File: config.mk
export PLATFORM = sky130hd
export DESIGN_NAME = fetch_unit
export DESIGN_NICKNAME = d
export VERILOG_FILES = /design/src/rtl/fetch_unit.sv
export SDC_FILE = /design/constraint.sdc
export NUM_CORES = 1
export LEC_CHECK = 0
export ABC_CLOCK_PERIOD_IN_PS = 4500
export CAP_MARGIN = 10
export CORE_MARGIN = 5
export CORE_UTILIZATION = 51
export CTS_CLUSTER_DIAMETER = 200
export DETAILED_ROUTE_END_ITERATION = 10
export GPL_TIMING_DRIVEN = 0
export PLACE_DENSITY = 0.81
export SYNTH_ARGS = -nofsm -noshare
export SYNTH_HDL_FRONTEND = slang
export SYNTH_SLANG_ARGS = --single-unit
File: constraint.sdc
create_clock -name clock -period 4.5 [get_ports clock]
set_clock_uncertainty 0.2 [all_clocks]
set_input_delay 0.675 -clock clock [delete_from_list [all_inputs] [get_ports clock]]
set_output_delay 0.675 -clock clock [all_outputs]
set_load 0.005 [all_outputs]
File: src/rtl/fetch_unit.sv
// rtl/fetch_unit.sv - instruction fetch with one-deep memory pipeline and 2-entry buffer
//
// Ports:
//   clock           rising-edge clock
//   reset           asynchronous active-low reset
//   fetch_enable    permits new fetch issues
//   mem_en          read request to instruction memory this cycle
//   mem_addr_32     byte address of the read (PC - PC_BASE_ADDR)
//   mem_data_32     read data, valid one cycle after mem_en
//   instr_valid     buffer head holds a valid instruction
//   instr_ready     decoder accepts the head
//   instr_32        instruction word at the buffer head
//   instr_pc_32     PC of instr_32
//   redirect_valid  branch/jump redirect request
//   redirect_pc_32  redirect target (low two bits ignored)
//   fetch_count_32  count of completed transfers (wraps)

module fetch_unit #(
  parameter logic [31:0] PC_BASE_ADDR = 32'h80020000,
  parameter int          DEPTH        = 2
) (
  input  logic        clock,
  input  logic        reset,
  input  logic        fetch_enable,
  output logic        mem_en,
  output logic [31:0] mem_addr_32,
  input  logic [31:0] mem_data_32,
  output logic        instr_valid,
  input  logic        instr_ready,
  output logic [31:0] instr_32,
  output logic [31:0] instr_pc_32,
  input  logic        redirect_valid,
  input  logic [31:0] redirect_pc_32,
  output logic [31:0] fetch_count_32
);

  logic [31:0] pc_q;
  logic        inflight_q;
  logic [31:0] inflight_pc_q;
  logic [31:0] buf_instr_q [2];
  logic [31:0] buf_pc_q [2];
  logic        rd_ptr_q;
  logic        wr_ptr_q;
  logic [1:0]  count_q;
  logic [31:0] fetch_count_q;
  // Held low through reset and the cycle reset deasserts, so release is
  // seen synchronously and no issue happens in the release cycle.
  logic        run_q;

  logic        pop;
  logic        capture;
  logic        issue;
  logic [2:0]  pending;
  logic [31:0] redirect_target;

  assign redirect_target = redirect_pc_32 & ~32'h3;

  assign instr_valid = (count_q != 2'd0);
  assign pop         = instr_valid & instr_ready;

  // A redirect discards the response arriving this cycle.
  assign capture     = inflight_q & ~redirect_valid;

  // Slots already committed after this cycle's pop; the in-flight read
  // reserves its slot so the buffer can never overflow.
  assign pending     = {1'b0, count_q} + {2'b00, inflight_q} - {2'b00, pop};
  assign issue       = run_q & fetch_enable & ~redirect_valid & (pending < 3'(DEPTH));

  assign mem_en         = issue;
  assign mem_addr_32    = pc_q - PC_BASE_ADDR;
  assign instr_32       = instr_valid ? buf_instr_q[rd_ptr_q] : 32'h0;
  assign instr_pc_32    = instr_valid ? buf_pc_q[rd_ptr_q]    : 32'h0;
  assign fetch_count_32 = fetch_count_q;

  always_ff @(posedge clock or negedge reset) begin
    if (!reset) begin
      run_q         <= 1'b0;
      pc_q          <= PC_BASE_ADDR;
      inflight_q    <= 1'b0;
      inflight_pc_q <= 32'h0;
      rd_ptr_q      <= 1'b0;
      wr_ptr_q      <= 1'b0;
      count_q       <= 2'd0;
      fetch_count_q <= 32'h0;
    end else begin
      run_q <= 1'b1;

      if (redirect_valid) begin
        pc_q <= redirect_target;
      end else if (issue) begin
        pc_q <= pc_q + 32'd4;
      end

      // The response of the previous issue is consumed this cycle, so the
      // flag only survives when a new issue replaces it.
      inflight_q <= issue;
      if (issue) begin
        inflight_pc_q <= pc_q;
      end

      if (redirect_valid) begin
        rd_ptr_q <= 1'b0;
        wr_ptr_q <= 1'b0;
        count_q  <= 2'd0;
      end else begin
        if (capture) begin
          wr_ptr_q <= ~wr_ptr_q;
        end
        if (pop) begin
          rd_ptr_q <= ~rd_ptr_q;
        end
        count_q <= count_q + {1'b0, capture} - {1'b0, pop};
      end

      // A transfer coincident with a redirect still completes.
      if (pop) begin
        fetch_count_q <= fetch_count_q + 32'd1;
      end
    end
  end

  always_ff @(posedge clock) begin
    if (capture) begin
      buf_instr_q[wr_ptr_q] <= mem_data_32;
      buf_pc_q[wr_ptr_q]    <= inflight_pc_q;
    end
  end

endmodule

==> metrics.md, run 1 <==
| Metric | Value |
|---|---|
| Peak supply drop | `0.2667 mV` |
| PwrDens | `522.8 mW/mm2` |
| Seq/Total Area, Yosys | `0.6290` |
| Clk sinks | `222` |
| Die Span Y | `148.8 um` |
| Routed via count | `~7300` |
| Hold crit path type | `in -> async` |
| Final WL | `24.38 mm` |
| Setup crit start kind | `input port` |
| Antenna viol nets, final | `0` |
| Initial drt markers | `514` |
| Worst setup path start | `instr_ready` |
| Share of cells above drive strength 1 | `0.07779` |
| DR vias/cell | `5.488` |
| TritonCTS clock tree | `done` |
| EDFF count, synth | `124` |
| RR Startpoint | `count_q[1]$_DFF_PN0_` |
| Unrepaired setup endpoints after global routing | `no` |
| Antenna cells | `0` |
| Fin. max-slew vios | `0` |
| Cts bufs inserted | `22` |
| Wire per inst | `18.37 um` |
| Clk buf depth | `3` |
| Required time of the critical path | `3620 ps` |
| Worst-margin pin slew | `1141 ps` |
| Syn Std Cell Area | `0.009822 mm2` |
| Total global routing track utilization | `0.2181` |
| Overflow after GRT | `0` |
| IO buf count | `192` |
| Finish-stage setup viols | `0` |
| RePlAce Congestion | `0.9518` |
| R2R depth | `9` |
| Design area | `0.01286 mm2` |
| Minimum period implied by the final worst setup slack | `about 4400 ps` |
| DP HPWL | `~17 mm` |
| H-tree depth | `1` |
| Nets | `1127` |
| Synth cell types | `57` |
| Fmax | `between 200 and 250 MHz` |
| Max cap viols | `0` |
| Most frequent cells in the layout | `clkdlybuf4s50_1 (191), nand2_1 (139), edfxtp_1 (124)` |
| Post-synth top flop | `edfxtp_1` |
| Fin crit share | `0.9705` |
| CP Data Arrival Time | `3490 ps` |
| DRT Pass-1 Iters | `5` |
| Root Driver | `clkbuf_16` |
| First-pass GRT wire length | `38.54 mm` |
| Core area | `0.01883 mm2` |
| Crit path capture type | `output pin` |
| Mean Syn Cell Area | `11.83 um2` |
| Final Hold Fails | `0` |
| Clock slew at reported path FFs | `approximately 60 ps` |
| Initial Util | `0.5216` |
| Crit path capture | `mem_en` |
| CP Class | `in -> out` |
| Reg2reg end | `inflight_pc_q[4]$_DFFE_PN0P_` |
| Die area | `0.02213 mm2` |
| Number of fill cells in the layout | `1382` |
| Syn-to-layout area delta | `30.93%` |
| Pin count of the biggest net entering global routing | `63` |
| Status | `finished clean` |
| Clock Latency Late Sink | `520 ps` |
| Post-DP Area | `0.01216 mm2` |
| Row count | `50` |
| Relative slew slack | `0.2362` |
| Ys async rst share | `0.4414` |
| Die width | `148.8 um` |
| Critical path peak fanout | `20` |
| Flop2flop setup slack | `1250 ps` |
| Vias in the first global route | `7215` |
| Commonest non-fill, non-tap cell in the layout | `clkdlybuf4s50_1` |
| Leakage power total | `between 4 and 5 nW` |
| Cells after synthesis | `830` |
| Yosys warnings | `0` |
| Design Power | `6.723 mW` |
| Setup bufs post-CTS | `0` |
| Drt drc | `0` |
| Top-Level Pins | `199` |
| Initial antenna violation count | `0` |
| Synth Register Bits | `222` |
per-stage QoR:
stage               setup slack, ps  TNS, ps  hold WS, ps  instances    util
finish                        132.8        0        59.26       1327  0.6829
global route                  7.448        0        127.3       1327  0.6829
CTS                           142.8        0        73.69       1327  0.6829
detailed placement           -325.5   -325.5        257.0       1288  0.6456
global placement              -2067  -249760        249.0       1285  0.6415
floorplan                     128.1        0        179.4        833       -
per-layer routing:
layer	GRT usage	vias up	share of wire	wire length, um
met4	0.08009	0	0.031	764
li1	-	3354	-	-
met1	0.2943	3550	0.41	10110
met2	0.3630	323	0.49	11900
met3	0.03160	55	0.066	1606
met5	0	-	0	0
where the power goes:
group	internal, mW	switching, mW
Sequential	2.49	0.212
Combinational	1.13	1.11
Clock	1.04	0.745
Total	4.66	2.07
how the worst min path moves through the flow:
stage	start	end	slack, ps	cells after the start
2_1_floorplan	reset	count_q[0]$_DFF_PN0_	180	0
6_report	reset	fetch_count_32[30]$_DFFE_PN0P_	60	1
5_1_grt	reset	fetch_count_32[30]$_DFFE_PN0P_	130	1
4_1_cts	reset	fetch_count_32[31]$_DFFE_PN0P_	70	1
3_5_place_dp	inflight_pc_q[3]$_DFFE_PN0P_	buf_pc_q[1][3]$_DFFE_PP_	260	0
3_3_place_gp	inflight_pc_q[9]$_DFFE_PN0P_	buf_pc_q[1][9]$_DFFE_PP_	250	0
layout make-up:
| cell class | count | area (um2) | share of cell area |
|---|---|---|---|
| flip-flops and latches | 222 | 6178 | 0.4804 |
| multi-input cells | 532 | 3242 | 0.2521 |
| repair buffers | 195 | 1987 | 0.1545 |
| clock buffers | 31 | 594.3 | 0.04622 |
| plain buffers | 64 | 371.6 | 0.02890 |
| well taps | 260 | 325.3 | 0.02530 |
| clock inverters | 9 | 108.9 | 0.008465 |
| inverters | 14 | 52.55 | 0.004086 |
flip-flops by register name, indices dropped and copies added, names as in the netlist, 2 cells and up:
signal and cells:
buf_instr_q 64, pc_q 30, inflight_pc_q 30, buf_pc_q 60, count_q 2, fetch_count_32 32
cells in the mapped netlist (2+ instances only):
cell type | n | area share
o211ai_1 | 7 | 0.0054
nor3_4 | 2 | 0.0033
buf_1 | 6 | 0.0023
and3_1 | 12 | 0.0076
ha_1 | 6 | 0.0076
and2_1 | 3 | 0.0019
buf_6 | 2 | 0.0023
nand2_1 | 139 | 0.053
a32oi_1 | 2 | 0.0018
conb_1 | 2 | 0.00076
a22oi_1 | 3 | 0.0023
buf_2 | 8 | 0.0041
nand4_4 | 2 | 0.0043
a31oi_1 | 8 | 0.0051
edfxtp_1 | 124 | 0.38
xnor2_1 | 37 | 0.033
nor3_1 | 14 | 0.0071
nand4b_1 | 2 | 0.0018
o311ai_0 | 7 | 0.0062
dfrtp_1 | 96 | 0.24
buf_4 | 20 | 0.015
o21ai_0 | 26 | 0.013
xor2_1 | 13 | 0.012
nor2b_1 | 2 | 0.0013
clkbuf_8 | 2 | 0.0028
inv_1 | 13 | 0.0050
mux2i_1 | 63 | 0.064
and4_1 | 5 | 0.0045
nand3_1 | 29 | 0.015
a21oi_1 | 4 | 0.0020
nand4_1 | 18 | 0.011
nor2_1 | 89 | 0.034
or3_1 | 8 | 0.0051
a221o_1 | 3 | 0.0031
nor4_1 | 6 | 0.0038
dfstp_2 | 2 | 0.0054
clkbuf_1 | 25 | 0.0096
cell families (layout without fill, tap and decap cells):
group | after synthesis | count (layout) | share of synthesized area
buffers and inverters | 79 | 313 | 0.04331
other | 2 | 5 | 0.0007646
adders and majority gates | 7 | 7 | 0.009681
muxes | 64 | 64 | 0.06535
and+or+nand+nor | 340 | 340 | 0.1632
AOI/OAI and AO/OA | 66 | 66 | 0.04408
DFF | 222 | 222 | 0.6290
xor gates and xnor gates | 50 | 50 | 0.04459
critical path, stage by stage:
cell and delay, ps:
clkdlybuf4s50_1 500, and3b_1 210, o21ai_0 120, fa_1 490
nand4b_1 190, or2_2 360, inv_1 110, buf_4 270
clkdlybuf4s50_1 560
repair_timing:
action	in CTS	in global routing
resized for setup	1	0
hold buffers	0	0
endpoints found under the setup margin	1	0
Power figures use the tool's default switching activity.
==> run 2: changes to the inputs <==
Settings changed: TNS_END_PERCENT set to 50.
==> results of run 2 <==
Final layout, timing and power as in run 1 (identical DEF).
==> run 3: changes to the inputs <==
Settings changed: CTS_CLUSTER_SIZE set to 24.
==> run 3 against run 2 <==
Compared with the run above:
- clock power down 33%
- sequential power about the same
- global-route usage down 0.43 points
- largest power group unchanged
- largest cell class unchanged
- final cell count down 1.4%
==> metrics.md, run 3 (synthesized netlist as in run 1, its figures left out) <==
| Metric | Value |
|---|---|
| Worst-margin pin slew | `1120 ps` |
| Setup bufs post-CTS | `0` |
| Fin. max-slew vios | `0` |
| Hold buffers post-CTS | `0` |
| Routed via count | `7096` |
| Vias in the first global route | `7021` |
| IO buf count | `approximately 190` |
| Core area | `0.01883 mm2` |
| Relative slew slack | `0.2506` |
| Final Hold Fails | `0` |
| Peak supply drop | `0.3263 mV` |
| Fin crit share | `0.9699` |
| Required time of the critical path | `3620 ps` |
| Final WL | `23.90 mm` |
| RePlAce Congestion | `roughly 0.95` |
| Pre-CTS setup slack | `-325.5 ps` |
| H-tree depth | `1` |
| DRT Pass-1 Iters | `5` |
| Die area | `0.02213 mm2` |
| Status | `finished clean` |
| CP dominant cell by count | `clkdlybuf4s50_1` |
| CP Class | `in -> out` |
| Critical Path Max Stage Delay | `560 ps` |
| Initial antenna violation count | `0` |
| Top Metal Used | `met4` |
| CP Data Arrival Time | `between 3000 and 4000 ps` |
| Syn-to-layout area delta | `27.55%` |
| Die width | `between 100 and 150 um` |
| Worst setup margin | `135.3 ps` |
| Initial drt markers | `472` |
| PwrDens | `roughly 490 mW/mm2` |
| Minimum period implied by the final worst setup slack | `4365 ps` |
| DRT met1 WL | `9.960 mm` |
| Clk sinks | `222` |
| DP HPWL | `17.15 mm` |
| Nets | `about 1100` |
| Leakage power total | `4.775 nW` |
| Overflow after GRT | `0` |
| Row count | `50` |
| Share of cells above drive strength 1 | `0.06393` |
| Setup Total Neg Slack | `0 ps` |
| Post-CTS sizing | `1` |
| Drt drc | `0` |
| Die Span Y | `148.8 um` |
| Met2 wire len | `11.65 mm` |
| Top-Level Pins | `199` |
| Fmax | `229.1 MHz` |
| Crit path capture type | `output pin` |
| Most frequent cells in the layout | `clkdlybuf4s50_1 (191), nand2_1 (139), edfxtp_1 (124)` |
| Cts bufs inserted | `13` |
| Clock Latency Late Sink | `480 ps` |
| Commonest non-fill, non-tap cell in the layout | `clkdlybuf4s50_1` |
| Hold crit path type | `in -> async` |
| Clk buf depth | `3` |
| Max reg flops | `64` |
| Wire per inst | `approximately 18 um` |
| CP Cell Sequence | `clkdlybuf4s50_1 -> and3b_1 -> o21ai_0 -> fa_1 -> nand4b_1 -> or2_2 -> inv_1 -> buf_4 -> clkdlybuf4s50_1` |
| Biggest register | `buf_instr_q` |
| DR vias/cell | `5.425` |
| First-pass GRT wire length | `about 38 mm` |
| Total global routing track utilization | `0.2137` |
| Met3 Routed Length | `1.583 mm` |
| Finish-stage setup viols | `0` |
| Antenna viol nets, final | `0` |
| Clock slew at reported path FFs | `90 ps` |
| Pin count of the biggest net entering global routing | `63` |
| Antenna cells | `0` |
| Initial Util | `0.5216` |
| Setup crit start kind | `input port` |
| Worst path slowest cell | `clkdlybuf4s50_1` |
| TritonCTS clock tree | `done` |
| Max cap viols | `0` |
| Critical path peak fanout | `20` |
| Root Driver | `clkbuf_16` |
| Unrepaired setup endpoints after global routing | `no` |
[run 3: cell count changes in the layout (fill, tap and decap cells not counted), sizes merged]
cell | previous run | this run
inv | 13 | 14
clkbuf | 59 | 48
bufinv | 2 | 0
clkinvlp | 2 | 0
clkinv | 6 | 1
[run 3: per-stage QoR]
| step | std cells | area [um2] | utilization | power (mW) | hold slack (ps) |
|---|---|---|---|---|---|
| 6_report | 1308 | 12530 | 0.6653 | 6.124 | 70.98 |
| 5_1_grt | 1308 | 12530 | 0.6653 | 6.496 | 141.4 |
| 4_1_cts | 1308 | 12530 | 0.6653 | 6.180 | 93.57 |
| 3_5_place_dp | 1288 | 12160 | 0.6456 | 4.980 | 257.0 |
| 3_3_place_gp | 1285 | 12080 | 0.6415 | 4.900 | 249.0 |
| 2_1_floorplan | 833 | 9833 | - | 3.778 | 179.4 |
[run 3: path summary, 6_finish.rpt]
path	startpoint	end	slack, ps	depth (start not counted)
setup / recovery	instr_ready	mem_en	140	9
hold / removal	reset	fetch_count_32[31]$_DFFE_PN0P_	70	1
setup reg to reg	count_q[1]$_DFF_PN0_	inflight_pc_q[4]$_DFFE_PN0P_	1210	9
hold reg to reg	inflight_pc_q[16]$_DFFE_PN0P_	buf_pc_q[0][16]$_DFFE_PP_	270	0
max in group asynchronous	reset	pc_q[17]$_DFFE_PN1P_	3290	2
min in group clock	inflight_pc_q[16]$_DFFE_PN0P_	buf_pc_q[0][16]$_DFFE_PP_	270	0
[run 3: worst max-delay path: cells and delay by family]
family,cells,cell delay (ps)
AND/OR/NAND/NOR,3,770
adder cells (fa/ha/maj),1,490
AO/OA/AOI/OAI,1,120
buffers and inverters,4,1440
[run 3: area by class of cell]
cell class,instances,area [um2]
fillers,1431,6302
flip-flops and latches,222,6178
multi-input cells,532,3242
repair buffers,195,1987
plain buffers,64,371.6
clock buffers,20,351.6
well taps,260,325.3
inverters,14,52.55
clock inverters,1,20.02
[run 3: metal layers]
metal	GRT usage	up-vias
li1	-	3332
met1	0.2916	3434
met2	0.3592	281
met3	0.03191	49
met4	0.06362	0
met5	0	-
[run 3: report_power, final]
part	total, mW	switching (mW)	internal, mW
Clock	1.20	0.641	0.556
Combinational	2.23	1.11	1.13
Sequential	2.69	0.210	2.48
Total	6.12	1.96	4.17
